## src/rtl/btn_pkg.sv

```systemverilog
// Shared definitions for the push-button conditioner: the channel FSM
// encoding and the default parameter values.
package btn_pkg;

   typedef enum logic [1:0] {
      ST_IDLE    = 2'd0,
      ST_PRESSED = 2'd1,
      ST_HELD    = 2'd2
   } btn_state_e;

   localparam int DEF_N_BTN        = 5;
   localparam int DEF_SAMPLE_DIV   = 100000;
   localparam int DEF_DEB_CYCLES   = 8;
   localparam int DEF_LONG_TICKS   = 500;
   localparam int DEF_REPEAT_TICKS = 100;

endpackage

```

## src/rtl/btn_channel.sv

```systemverilog
// One button channel: 2-flop synchroniser, tick-sampled history with
// hysteresis, and the IDLE/PRESSED/HELD FSM producing one-clock pulses.
module btn_channel
   import btn_pkg::*;
#(
   parameter int DEB_CYCLES   = DEF_DEB_CYCLES,
   parameter int LONG_TICKS   = DEF_LONG_TICKS,
   parameter int REPEAT_TICKS = DEF_REPEAT_TICKS
) (
   input  logic       clk,
   input  logic       rst_n,
   input  logic       tick,
   input  logic       btn_raw,
   output logic       level,
   output logic       press_1p,
   output logic       release_1p,
   output logic       long_1p,
   output logic       repeat_1p,
   output btn_state_e state
);

   localparam int HOLD_W = $clog2(LONG_TICKS + 1);
   localparam int REP_W  = (REPEAT_TICKS > 0) ? $clog2(REPEAT_TICKS + 1) : 1;
   localparam logic [HOLD_W-1:0] HOLD_TGT = HOLD_W'(LONG_TICKS);
   localparam logic [HOLD_W-1:0] HOLD_MAX = '1;
   localparam logic [REP_W-1:0]  REP_TGT  = REP_W'(REPEAT_TICKS);

   logic [1:0]            sync_q;
   logic [DEB_CYCLES-1:0] hist, hist_n;
   logic                  level_n, rise, fall;
   btn_state_e            state_n;
   logic [HOLD_W-1:0]     hold_cnt, hold_n;
   logic [REP_W-1:0]      rep_cnt, rep_n;
   logic                  press_n, release_n, long_n, repeat_n;

   always_ff @(posedge clk or negedge rst_n) begin
      if (!rst_n) begin
         sync_q     <= '0;
         hist       <= '0;
         level      <= 1'b0;
         state      <= ST_IDLE;
         hold_cnt   <= '0;
         rep_cnt    <= '0;
         press_1p   <= 1'b0;
         release_1p <= 1'b0;
         long_1p    <= 1'b0;
         repeat_1p  <= 1'b0;
      end else begin
         sync_q     <= {sync_q[0], btn_raw};
         hist       <= hist_n;
         level      <= level_n;
         state      <= state_n;
         hold_cnt   <= hold_n;
         rep_cnt    <= rep_n;
         press_1p   <= press_n;
         release_1p <= release_n;
         long_1p    <= long_n;
         repeat_1p  <= repeat_n;
      end
   end

   // The FSM works on the level being written this edge, so pulses and the
   // new level become visible in the same clock.
   always_comb begin
      hist_n    = hist;
      level_n   = level;
      state_n   = state;
      hold_n    = hold_cnt;
      rep_n     = rep_cnt;
      press_n   = 1'b0;
      release_n = 1'b0;
      long_n    = 1'b0;
      repeat_n  = 1'b0;

      if (tick) hist_n = {hist[DEB_CYCLES-2:0], sync_q[1]};
      if (&hist_n)       level_n = 1'b1;
      else if (~|hist_n) level_n = 1'b0;
      rise = level_n & ~level;
      fall = ~level_n & level;

      case (state)
         ST_IDLE: begin
            if (rise) begin
               state_n = ST_PRESSED;
               press_n = 1'b1;
               hold_n  = '0;
            end
         end
         ST_PRESSED: begin
            if (fall) begin
               state_n   = ST_IDLE;
               release_n = 1'b1;
            end else if (tick) begin
               if (hold_cnt != HOLD_MAX) hold_n = hold_cnt + 1'b1;
               if (hold_n == HOLD_TGT) begin
                  state_n = ST_HELD;
                  long_n  = 1'b1;
                  rep_n   = '0;
               end
            end
         end
         ST_HELD: begin
            if (fall) begin
               state_n   = ST_IDLE;
               release_n = 1'b1;
            end else if (tick && (REPEAT_TICKS != 0)) begin
               rep_n = rep_cnt + 1'b1;
               if (rep_n == REP_TGT) begin
                  repeat_n = 1'b1;
                  rep_n    = '0;
               end
            end
         end
         default: state_n = ST_IDLE;
      endcase
   end

endmodule

```

## src/rtl/button_conditioner.sv

```systemverilog
// Multi-channel push-button front end: shared sample tick, one conditioning
// channel per button and a lowest-index press encoder.
module button_conditioner
   import btn_pkg::*;
#(
   parameter int N_BTN        = DEF_N_BTN,
   parameter int SAMPLE_DIV   = DEF_SAMPLE_DIV,
   parameter int DEB_CYCLES   = DEF_DEB_CYCLES,
   parameter int LONG_TICKS   = DEF_LONG_TICKS,
   parameter int REPEAT_TICKS = DEF_REPEAT_TICKS,
   localparam int ID_W        = (N_BTN > 1) ? $clog2(N_BTN) : 1
) (
   input  logic               clk,
   input  logic               rst_n,
   input  logic [N_BTN-1:0]   btn_raw,
   output logic [N_BTN-1:0]   btn_level,
   output logic [N_BTN-1:0]   press_1p,
   output logic [N_BTN-1:0]   release_1p,
   output logic [N_BTN-1:0]   long_1p,
   output logic [N_BTN-1:0]   repeat_1p,
   output logic [ID_W-1:0]    press_id,
   output logic               press_valid,
   output logic [2*N_BTN-1:0] state_dbg
);

   localparam int CNT_W = (SAMPLE_DIV > 1) ? $clog2(SAMPLE_DIV) : 1;
   localparam logic [CNT_W-1:0] CNT_LAST = CNT_W'(SAMPLE_DIV - 1);

   logic [CNT_W-1:0] tick_cnt;
   logic             tick;

   // With SAMPLE_DIV=1 the counter stays at 0 and tick is high every cycle.
   assign tick = (tick_cnt == CNT_LAST);

   always_ff @(posedge clk or negedge rst_n) begin
      if (!rst_n)    tick_cnt <= '0;
      else if (tick) tick_cnt <= '0;
      else           tick_cnt <= tick_cnt + 1'b1;
   end

   for (genvar i = 0; i < N_BTN; i++) begin : g_ch
      btn_state_e ch_state;

      btn_channel #(
         .DEB_CYCLES  (DEB_CYCLES),
         .LONG_TICKS  (LONG_TICKS),
         .REPEAT_TICKS(REPEAT_TICKS)
      ) u_ch (
         .clk       (clk),
         .rst_n     (rst_n),
         .tick      (tick),
         .btn_raw   (btn_raw[i]),
         .level     (btn_level[i]),
         .press_1p  (press_1p[i]),
         .release_1p(release_1p[i]),
         .long_1p   (long_1p[i]),
         .repeat_1p (repeat_1p[i]),
         .state     (ch_state)
      );

      assign state_dbg[2*i +: 2] = ch_state;
   end

   always_comb begin
      press_id = '0;
      for (int i = N_BTN - 1; i >= 0; i--) begin
         if (press_1p[i]) press_id = ID_W'(i);
      end
   end

   assign press_valid = |press_1p;

endmodule

```

## config.mk

```make
export PLATFORM = sky130hd
export DESIGN_NAME = button_conditioner
export DESIGN_NICKNAME = d
export VERILOG_FILES = /design/src/rtl/btn_pkg.sv /design/src/rtl/btn_channel.sv /design/src/rtl/button_conditioner.sv
export SDC_FILE = /design/constraint.sdc
export NUM_CORES = 1
export LEC_CHECK = 0
export ABC_CLOCK_PERIOD_IN_PS = 7300
export CORE_MARGIN = 1.5
export CORE_UTILIZATION = 64
export DETAILED_ROUTE_END_ITERATION = 8
export HOLD_SLACK_MARGIN = 0.15
export PLACE_DENSITY = 0.82
export SLEW_MARGIN = 20
export SYNTH_ARGS = -nofsm -noshare
export SYNTH_HDL_FRONTEND = slang
export SYNTH_SLANG_ARGS = --single-unit
```

## constraint.sdc

```tcl
create_clock -name clk -period 7.3 [get_ports clk]
set_input_delay 0.73 -clock clk [delete_from_list [all_inputs] [get_ports clk]]
set_output_delay 0.73 -clock clk [all_outputs]
set_load 0.02 [all_outputs]
```

==> results.ini, run 1 <==
[timing]
finalSetupTns_ns = 0
hold_viol = 0
period_share_pct = 46.5
rsz0062_at_grt = false
tightest_slew_ns = 1.05
max_freq_mhz = 295
slew_violations = 0
relSlewSlack_pct = 30.2
setup_ws_ns = 3.91
setup_viol = 0
min_period_ns = 3.39
finalClockSkew_ns = 0.00982

[floorplan]
initial_core_util_pct = 65.6
rows = 47
die_x_um = 133
core_area_um2 = 16600
dieArea_um2 = 17800
fp.dieH_um = 133
io_pins = 46

[grt]
first_global_vias = 8608
grt_util_all_layers_pct = 28.1
antenna_found_initial = 0
grt_max_degree = 106
grt_overflow = 0
grt_pass1_wl_um = 41000

[finish]
area_growth_pct = 8.02
layout_commonest_cell = nand2_1
layout-drive-gt1-share_pct = 6.85
finalNetCount = 1260
n_antenna_cell = 0
final_cell_mix = nand2_1 (222), dfrtp_1 (182), nand3_1 (77)

[yosys]
netlist_area_um2 = 10900
synth_edf_count = 0
ys_seq_elements = 182
synth_ff_type = dfrtp_1
syn-num-nets = 1271
yosysUniqueCellTypes = 93
syn_inst = 1238
yosysSeqAreaShare_pct = 41.9
yosys_warnings = 0
syn_avg_cell_area_um2 = 8.78
async_flop_share_pct = 100

[drt]
wl_per_cell_um = 16.5
via_count = 9353
ant_nets = 0
routed_wirelength_um = 24000
drtPass1Iterations = 6
drt_iter0_drc = 856
viasPerCell = 6.41
drc = 0

[power]
combPwrFrac_pct = 1.2
p_sw_mw = 0.414
vdd_drop_max_mv = 0.173
switching_share_pct = 21.5
power_frac_seq_pct = 52.7
power_density_nw_per_um2 = 164
clkPwrFrac_pct = 46.2
p_int_mw = 1.51
leakage_nw = 4.92

[clock_tree]
root_buffer = clkbuf_16
worst_skew_pair.late_latency_ns = 0.45
cts_buffers = 17
cts_resized = 0
tritoncts = done
clock_sinks = 182
h-tree-depth = 4
post_cts_buffers = 0
clk_path_buf_depth = 2
postCtsHoldBufs = 0
path_clk_slew_ns = 0.06

[critical_path]
crit_type = register to register
cp_data_required_time_ns = 7.67
endpoint_kind = register
crit_path_frequent_cell = a21oi_1
crit_arrival_ns = 3.76
worstPathMaxFanout = 33
cp_slowest_cell = a21oi_1
path_cells = ha_1 > and4_1 > and4_2 > buf_4 > a31oi_1 > a21oi_1 > a41oi_1 > a21oi_1
cpPeakStageDelay_ns = 0.83
crit_path_start_kind = register

[placed_design]
dpl.hpwl_um = 16200
port_buffers = 45
post-place-ws_ns = 3.95
place.gp.congestion = 0.912

[status]
outcome = finished, final reports clean

[worst_hold_path]
hold_class = register to register

[run]
cap_violations = 0

## sequential cells by signal (all words and copies together), names as in the netlist
name / cells
g_ch.u_ch.hold_cnt: 45
g_ch.u_ch.hist: 40
g_ch.u_ch.rep_cnt: 35
tick_cnt: 17
g_ch.u_ch.state: 10
g_ch.u_ch.sync_q: 10
g_ch.u_ch.level: 5
g_ch.u_ch.long_1p: 5
g_ch.u_ch.press_1p: 5
g_ch.u_ch.release_1p: 5
g_ch.u_ch.repeat_1p: 5
## final timing paths
kind | from | endpoint | slack [ns] | cells after the start
max | tick_cnt[0] | g_ch[2].u_ch.hold_cnt[4] | 3.91 | 8
min | g_ch[1].u_ch.sync_q[0] | g_ch[1].u_ch.sync_q[1] | 0.35 | 0
max reg2reg | tick_cnt[0] | g_ch[2].u_ch.hold_cnt[4] | 3.91 | 8
min reg2reg | g_ch[1].u_ch.sync_q[0] | g_ch[1].u_ch.sync_q[1] | 0.35 | 0
max in group asynchronous | rst_n | g_ch[4].u_ch.state[0] | 5.45 | 2
min in group asynchronous | rst_n | g_ch[0].u_ch.rep_cnt[3] | 0.37 | 1
## final cells by class
| class | instances | area, um^2 |
|---|---|---|
| clock buffer | 21 | 470 |
| inverter | 61 | 229 |
| multi-input combinational | 917 | 5640 |
| tap | 220 | 275 |
| timing repair buffer | 48 | 477 |
| fill | 1273 | 4840 |
| sequential | 182 | 4550 |
| clock inverter | 11 | 100 |
## kinds of logic (layout without fill, tap and decap cells)
logic type | count (synthesis) | in the layout | synth area share, %
buffers and inverters | 139 | 141 | 6.26
AO/OA/AOI/OAI | 275 | 275 | 17.8
AND/OR/NAND/NOR | 575 | 575 | 27.4
multiplexers | 24 | 24 | 2.30
adder cells (fa/ha/maj) | 26 | 26 | 2.99
XOR/XNOR | 17 | 17 | 1.37
flip-flops | 182 | 182 | 41.9
## worst max-delay path: cells and delay by family, from the launching register on
kind            cells  cell delay, ns
compound gates      4            1.29
simple gates        2            1.04
flops               1            0.40
buf+inv             1            0.36
fa+ha+maj           1            0.22
## power groups by stage
stage | Sequential (mW) | Combinational (mW) | Clock (mW)
finish | 1.01 | 0.0229 | 0.889
global route | 1.01 | 0.0276 | 0.944
CTS | 1.01 | 0.0249 | 0.907
detailed placement | 1.03 | 0.0248 | 0
global placement | 1.03 | 0.0244 | 0
floorplan | 1.03 | 0.000832 | 0
## layer usage
layer | global-route usage, % | part of all wire (%)
met1 | 37.8 | 44
met2 | 46.8 | 49
met3 | 4.83 | 4.6
met4 | 8.88 | 2.2
met5 | 0 | 0
## synthesized netlist by cell type, drive strengths merged, types with 7 or more instances
master	number	area [um^2]
or3	10	62.6
nor2	51	194
nor2b	10	62.6
nand2b	12	75.1
a41oi	13	114
inv	61	229
xnor2	11	96.3
nor4	18	113
a21oi	56	280
and3	20	125
buf	36	253
nand4	32	219
and4	14	124
nand3b	8	60.1
nand2	222	833
mux2i	16	160
ha	26	325
a31oi	24	165
o41ai	8	77.6
or4	9	72.6
clkbuf	42	199
o21ai	56	280
o31ai	15	113
dfrtp	182	4550
or2	9	56.3
and2	17	106
nor3	31	155
nand3	77	385
nor4b	11	111
a211o	7	61.3
mux2	8	90.1
o211ai	22	179
## stage by stage
step / std cells / instance area [um^2] / utilization (%) / power [mW] / hold WS [ns]
CTS: 1460 / 11700 / 70.8 / 1.95 / 0.352
floorplan: 1238 / 10900 / - / 1.03 / 0.331
global placement: 1428 / 11200 / 67.4 / 1.06 / 0.333
finish: 1460 / 11700 / 70.8 / 1.93 / 0.351
global route: 1460 / 11700 / 70.8 / 1.99 / 0.364
detailed placement: 1428 / 11200 / 67.4 / 1.06 / 0.337
No activity file was read; power rests on OpenSTA's default activity.
==> inputs of run 2 (changes only) <==
--- a/config.mk
+++ b/config.mk
@@ -5,12 +5,12 @@
 export SDC_FILE = /design/constraint.sdc
 export NUM_CORES = 1
 export LEC_CHECK = 0
-export ABC_CLOCK_PERIOD_IN_PS = 7300
+export ABC_CLOCK_PERIOD_IN_PS = 2900
 export CORE_MARGIN = 1.5
-export CORE_UTILIZATION = 64
+export CORE_UTILIZATION = 56
 export DETAILED_ROUTE_END_ITERATION = 8
 export HOLD_SLACK_MARGIN = 0.15
-export PLACE_DENSITY = 0.82
+export PLACE_DENSITY = 0.76
 export SLEW_MARGIN = 20
 export SYNTH_ARGS = -nofsm -noshare
 export SYNTH_HDL_FRONTEND = slang
==> constraint.sdc (replaced) <==
create_clock -name clk -period 2.9 [get_ports clk]
set_input_delay 0.29 -clock clk [delete_from_list [all_inputs] [get_ports clk]]
set_output_delay 0.29 -clock clk [all_outputs]
set_load 0.02 [all_outputs]
==> results.ini, run 2 (synthesis results as in run 1) <==
[timing]
relSlewSlack_pct = 50.0  ; +20 points
period_share_pct = 95.4  ; +49 points
rsz0062_at_grt = false
tightest_slew_ns = 0.742  ; -0.305 ns
slew_violations = 0  ; unchanged
max_freq_mhz = 362  ; +23%
min_period_ns = 2.77  ; -0.629 ns
hold_viol = 0  ; unchanged
finalSetupTns_ns = 0  ; unchanged
setup_viol = 0  ; unchanged
finalClockSkew_ns = 0.00942  ; -0.000401 ns

[power]
clkPwrFrac_pct = 47.6  ; +1.4 points
leakage_nw = 5.07  ; +3.1%
vdd_drop_max_mv = 0.382  ; +120%
power_density_nw_per_um2 = 414  ; +150%
p_sw_mw = 1.03  ; +150%
finalPower_mw = 4.99  ; +160%
p_int_mw = 3.96  ; +160%
switching_share_pct = 20.7  ; -0.79 points
power_frac_seq_pct = 51.1  ; -1.6 points
combPwrFrac_pct = 1.3  ; about the same

[finish]
layout-drive-gt1-share_pct = 9.00  ; +2.1 points
top_register = g_ch.u_ch.hold_cnt
layout_commonest_cell = nand2_1
area_growth_pct = 11.0
largest_reg_flops = 45  ; unchanged
final_cell_mix = nand2_1 (222), dfrtp_1 (182), nand3_1 (77)
utilization_pct = 63.9  ; -7.0 points
n_antenna_cell = 0  ; unchanged
largestRegisters = g_ch.u_ch.hold_cnt: 45 flops, g_ch.u_ch.hist: 40 flops, g_ch.u_ch.rep_cnt: 35 flops
fillers = 1620  ; +27%
finalNetCount = 1287  ; +2.1%

[critical_path]
endpoint_kind = register
crit_arrival_ns = 3.09  ; -0.67 ns
cp_data_required_time_ns = 3.22  ; -4.45 ns
crit_type = register to register
r2r_start = tick_cnt[0]
rr_worst_depth = 8  ; unchanged
cpPeakStageDelay_ns = 0.58  ; -0.25 ns
cp_slowest_cell = or4b_1
worstPathMaxFanout = 16  ; -52%
crit_start = tick_cnt[0]
crit_path_start_kind = register
path_cells = ha_1 > and4_1 > nand4_2 > buf_4 > or4b_1 > a31oi_4 > mux2i_1 > nand2_1

[clock_tree]
h-tree-depth = 4  ; unchanged
clock_sinks = 182  ; unchanged
cts_buffers = 17  ; unchanged
worst_skew_pair.late_latency_ns = 0.43  ; -0.02 ns
tritoncts = done
path_clk_slew_ns = 0.07  ; about the same
clk_path_buf_depth = 2  ; unchanged
root_buffer = clkbuf_16

[grt]
grt_pass1_wl_um = 41000  ; +0.13%
grt_overflow = 0  ; unchanged
grt_max_degree = 82  ; -23%
antenna_found_initial = 0  ; unchanged
first_global_vias = 8577  ; -0.36%
grt_util_all_layers_pct = 24.9  ; -3.2 points

[floorplan]
initial_core_util_pct = 57.6  ; -8.0 points
rows = 50  ; +6.4%
core_area_um2 = 18900  ; +14%
dieArea_um2 = 20300  ; +14%
fp.dieH_um = 142  ; +6.7%
io_pins = 46  ; unchanged
die_x_um = 142  ; +6.7%

[placed_design]
port_buffers = 45  ; unchanged
dpl.hpwl_um = 17000  ; +4.7%
place.gp.congestion = 0.918  ; +0.70%

[drt]
wl_per_cell_um = 16.0  ; -2.5%
viasPerCell = 6.21  ; -3.0%
routed_wirelength_um = 24500  ; +1.9%
drtPass1Iterations = 5  ; -1
drc = 0  ; unchanged
drt_iter0_drc = 826  ; -3.5%
via_count = 9485  ; +1.4%
ant_nets = 0  ; unchanged

[status]
outcome = finished, final reports clean

[worst_hold_path]
hp-start = btn_raw[0]
hold_class = input pin to register
holdPathStages = 1  ; +1

[run]
cap_violations = 0  ; unchanged

-- run 2: cell count changes in the layout (fill, tap and decap cells not counted), sizes merged --
cell         change
clkinv           -1
dlygate4sd3      +1
clkbuf           -1
buf             +26
bufinv           +2
-- run 2: cell type report --
| type | instances | area [um^2] | area share (%) |
|---|---|---|---|
| clock buffer | 20 | 457 | 3.78 |
| clock inverter | 12 | 151 | 1.25 |
| inverter | 61 | 229 | 1.90 |
| multi-input combinational | 917 | 5660 | 46.9 |
| sequential | 182 | 4550 | 37.7 |
| tap | 260 | 325 | 2.70 |
| timing repair buffer | 75 | 694 | 5.75 |
-- run 2: critical path: cells and delay by family (launching register included) --
family | cells | cell delay, ns
AOI/OAI and AO/OA | 1 | 0.45
adders and majority gates | 1 | 0.21
DFF | 1 | 0.39
muxes | 1 | 0.25
buffers and inverters | 1 | 0.19
and+or+nand+nor | 4 | 1.16
-- run 2: worst paths after layout --
check                                           end  slack [ns]
hold / removal               g_ch[0].u_ch.sync_q[0]        0.29
setup reg to reg           g_ch[0].u_ch.hold_cnt[3]        0.13
setup / recovery           g_ch[0].u_ch.hold_cnt[3]        0.13
min in group asynchronous  g_ch[1].u_ch.hold_cnt[2]        0.46
hold reg to reg              g_ch[3].u_ch.sync_q[1]        0.35
max in group asynchronous  g_ch[3].u_ch.hold_cnt[7]        1.64
-- run 2: routing by layer --
metal	track usage (%)	share of wire, %	up-vias
li1	-	-	4544
met1	34.1	46	4616
met2	40.6	47	292
met3	4.27	5.1	33
met4	7.49	1.5	0
met5	0	0	-
-- run 2: power by group through the flow --
| stage | Sequential, mW | Combinational, mW | Clock [mW] |
|---|---|---|---|
| 2_1_floorplan | 2.60 | 0.00209 | 0 |
| 3_5_place_dp | 2.60 | 0.0680 | 0 |
| 5_1_grt | 2.55 | 0.0769 | 2.52 |
| 6_report | 2.55 | 0.0644 | 2.38 |
| 3_3_place_gp | 2.60 | 0.0671 | 0 |
| 4_1_cts | 2.55 | 0.0694 | 2.42 |
-- run 2: stage by stage --
stage | hold slack (ns) | cell area (um^2) | setup WS [ns] | cells
after floorplan | -0.00559 | 10900 | 0.386 | 1238
after global placement | 0.333 | 11400 | 0.212 | 1494
after detailed placement | 0.336 | 11400 | 0.0480 | 1494
after CTS | 0.283 | 12100 | 0.0210 | 1527
after global routing | 0.280 | 12100 | 0.0103 | 1527
final | 0.293 | 12100 | 0.134 | 1527
-- run 2: repair_timing --
item / in CTS / in global routing
buffers inserted: 0 / 0
endpoints found under the hold margin: 78 / 0
endpoints found under the setup margin: 0 / 6
gates resized for setup: 0 / 4
hold buffers: 1 / 0
==> inputs of run 3 (changes only) <==
--- a/config.mk
+++ b/config.mk
@@ -6,11 +6,14 @@
 export NUM_CORES = 1
 export LEC_CHECK = 0
 export ABC_CLOCK_PERIOD_IN_PS = 2900
+export CELL_PAD_IN_SITES_DETAIL_PLACEMENT = 0
+export CELL_PAD_IN_SITES_GLOBAL_PLACEMENT = 1
 export CORE_MARGIN = 1.5
-export CORE_UTILIZATION = 56
+export CORE_UTILIZATION = 43
 export DETAILED_ROUTE_END_ITERATION = 8
 export HOLD_SLACK_MARGIN = 0.15
 export PLACE_DENSITY = 0.76
+export RECOVER_POWER = 25
 export SLEW_MARGIN = 20
 export SYNTH_ARGS = -nofsm -noshare
 export SYNTH_HDL_FRONTEND = slang
==> results.ini, run 3 (synthesis results as in run 1) <==
[status]
outcome = finished, violations left
violations = capacitance limit, slew limit

[floorplan]
initial_core_util_pct = 43.6  ; -14 points
io_pins = 46  ; unchanged
dieArea_um2 = 26300  ; +30%
die_x_um = 162  ; +14%
rows = 58  ; +16%
fp.dieH_um = 162  ; +14%
core_area_um2 = 25000  ; +32%

[finish]
largestRegisters = g_ch.u_ch.hold_cnt: 45 flops, g_ch.u_ch.hist: 40 flops, g_ch.u_ch.rep_cnt: 35 flops
final_cell_mix = nand2_1 (222), dfrtp_1 (182), nand3_1 (77)
finalNetCount = 1305  ; +1.4%
area_growth_pct = 13.1
layout_commonest_cell = nand2_1
layout-drive-gt1-share_pct = 10.4  ; +1.4 points
largest_reg_flops = 45  ; unchanged
n_antenna_cell = 0  ; unchanged
top_register = g_ch.u_ch.hold_cnt
final_cell_area_um2 = 12300  ; +1.9%

[grt]
grt_max_degree = 77  ; -6.1%
antenna_found_initial = 0  ; unchanged
grt_pass1_wl_um = 43500  ; +6.1%
first_global_vias = 8668  ; +1.1%
grt_util_all_layers_pct = 20.2  ; -4.6 points
grt_overflow = 0  ; unchanged

[drt]
drt_iter0_drc = 601  ; -27%
routed_wirelength_um = 25900  ; +5.6%
drc = 0  ; unchanged
ant_nets = 0  ; unchanged
viasPerCell = 5.73  ; -7.7%
via_count = 9258  ; -2.4%
wl_per_cell_um = 16.0  ; -0.18%
drtPass1Iterations = 5  ; unchanged

[clock_tree]
clock_sinks = 182  ; unchanged
path_clk_slew_ns = 0.07  ; about the same
worst_skew_pair.late_latency_ns = 0.43  ; about the same
clk_path_buf_depth = 2  ; unchanged
cts_buffers = 17  ; unchanged
tritoncts = done
post_cts_buffers = 0  ; unchanged
root_buffer = clkbuf_16
h-tree-depth = 4  ; unchanged

[worst_hold_path]
hp-start = g_ch[1].u_ch.sync_q[0]
hold_class = register to register
hold_end = g_ch[1].u_ch.sync_q[1]
holdPathStages = 0  ; -1

[placed_design]
port_buffers = 45  ; unchanged
place_area_um2 = 11700  ; +2.2%
dpl.hpwl_um = 18400  ; +8.7%
place.gp.congestion = 0.852  ; -7.2%

[timing]
hold_viol = 0  ; unchanged
max_freq_mhz = 364  ; +0.76%
min_period_ns = 2.74  ; -0.0209 ns
period_share_pct = 94.6  ; -0.72 points
tightest_slew_ns = 2.04  ; +1.30 ns
slew_violations = 75  ; +75
finalClockSkew_ns = 0.0111  ; +0.00164 ns
setup_viol = 0  ; unchanged
relSlewSlack_pct = -36.0  ; -86 points
timing.hold.ws_ns = 0.350  ; +0.0572 ns
rsz0062_at_grt = false
finalSetupTns_ns = 0  ; unchanged

[power]
p_int_mw = 3.88  ; -2.0%
power_density_nw_per_um2 = 407  ; -1.6%
vdd_drop_max_mv = 0.374  ; -2.1%
switching_share_pct = 22.5  ; +1.8 points
p_sw_mw = 1.13  ; +9.1%
leakage_nw = 5.16  ; +1.9%
clkPwrFrac_pct = 47.7  ; about the same
power_frac_seq_pct = 50.9  ; -0.2 points
combPwrFrac_pct = 1.4  ; about the same

[critical_path]
rr_worst_depth = 9  ; +1
r2r_start = tick_cnt[0]
cp_data_required_time_ns = 3.22  ; about the same
regToRegEndpoint = g_ch[4].u_ch.rep_cnt[0]
crit_path_start_kind = register
endpoint_kind = register
worstPathMaxFanout = 10  ; -6
crit_type = register to register
crit_arrival_ns = 3.07  ; -0.02 ns
r2r_setup_slack_ns = 0.16  ; +0.02 ns

[run]
cap_violations = 1  ; +1

-- run 3: cell types whose count changed in the layout (fill, tap and decap cells not counted), sizes merged --
cell           change
dlygate4sd3        +5
bufinv             -1
inv                +7
clkbuf             -1
clkinv             -4
buf               +17
clkdlybuf4s50      -5
-- run 3: cell type report --
| cell class | count | area [um^2] |
|---|---|---|
| Clock buffer | 18 | 439 |
| Clock inverter | 14 | 164 |
| Fill cell | 2401 | 12700 |
| Inverter | 61 | 229 |
| Multi-Input combinational cell | 917 | 5650 |
| Sequential cell | 182 | 4550 |
| Tap cell | 330 | 413 |
| Timing Repair Buffer | 93 | 846 |
-- run 3: stage by stage --
step                utilization (%)  setup slack (ns)  cells  power, mW
floorplan                         -             0.386   1238       2.60
global placement               46.8           -0.0142   1582       2.67
detailed placement             46.8            -0.188   1582       2.68
CTS                            49.3            0.0837   1615       5.09
global route                   49.3            0.0190   1615       5.20
finish                         49.3             0.155   1615       5.01
-- run 3: worst max path at each step --
stage	end	slack, ns	from	cells after the start
6_report	g_ch[4].u_ch.rep_cnt[0]	0.16	tick_cnt[0]	9
5_1_grt	g_ch[2].u_ch.state[0]	0.02	g_ch[2].u_ch.hold_cnt[0]	7
4_1_cts	g_ch[2].u_ch.rep_cnt[6]	0.08	tick_cnt[0]	7
3_5_place_dp	g_ch[2].u_ch.hold_cnt[4]	-0.19	tick_cnt[0]	7
3_3_place_gp	g_ch[2].u_ch.hold_cnt[4]	-0.01	tick_cnt[0]	7
2_1_floorplan	g_ch[4].u_ch.rep_cnt[0]	0.39	g_ch[4].u_ch.hold_cnt[0]	8
-- run 3: repair_timing --
item	in CTS	in global routing
hold buffers	1	0
gates resized for setup	1	4
pin swaps	0	0
endpoints found under the setup margin	8	18
hold endpoints to repair	71	0
-- run 3: power by group through the flow --
stage / Clock [mW] / Sequential, mW / Combinational (mW)
final: 2.39 / 2.55 / 0.0690
after global routing: 2.57 / 2.55 / 0.0820
after CTS: 2.46 / 2.55 / 0.0771
after detailed placement: 0 / 2.60 / 0.0759
after global placement: 0 / 2.60 / 0.0751
after floorplan: 0 / 2.60 / 0.00209
-- run 3: layer usage --
layer / part of all wire (%) / wire length [um] / global-route usage (%) / vias up
met5: 0 / 0 / 0 / -
met4: 1.0 / 264 / 4.84 / 0
met3: 2.9 / 754 / 2.68 / 18
met2: 48 / 12300 / 33.4 / 159
met1: 48 / 12500 / 28.2 / 4509
li1: - / - / - / 4572
-- run 3: worst max-delay path, cell delays in order, from the launching register on --
cell     delay, ns
dfrtp_1       0.40
ha_1          0.23
and4_1        0.28
buf_4         0.16
and4_2        0.40
buf_4         0.20
o21ai_0       0.14
a21o_1        0.26
a21bo_2       0.25
mux2_1        0.31
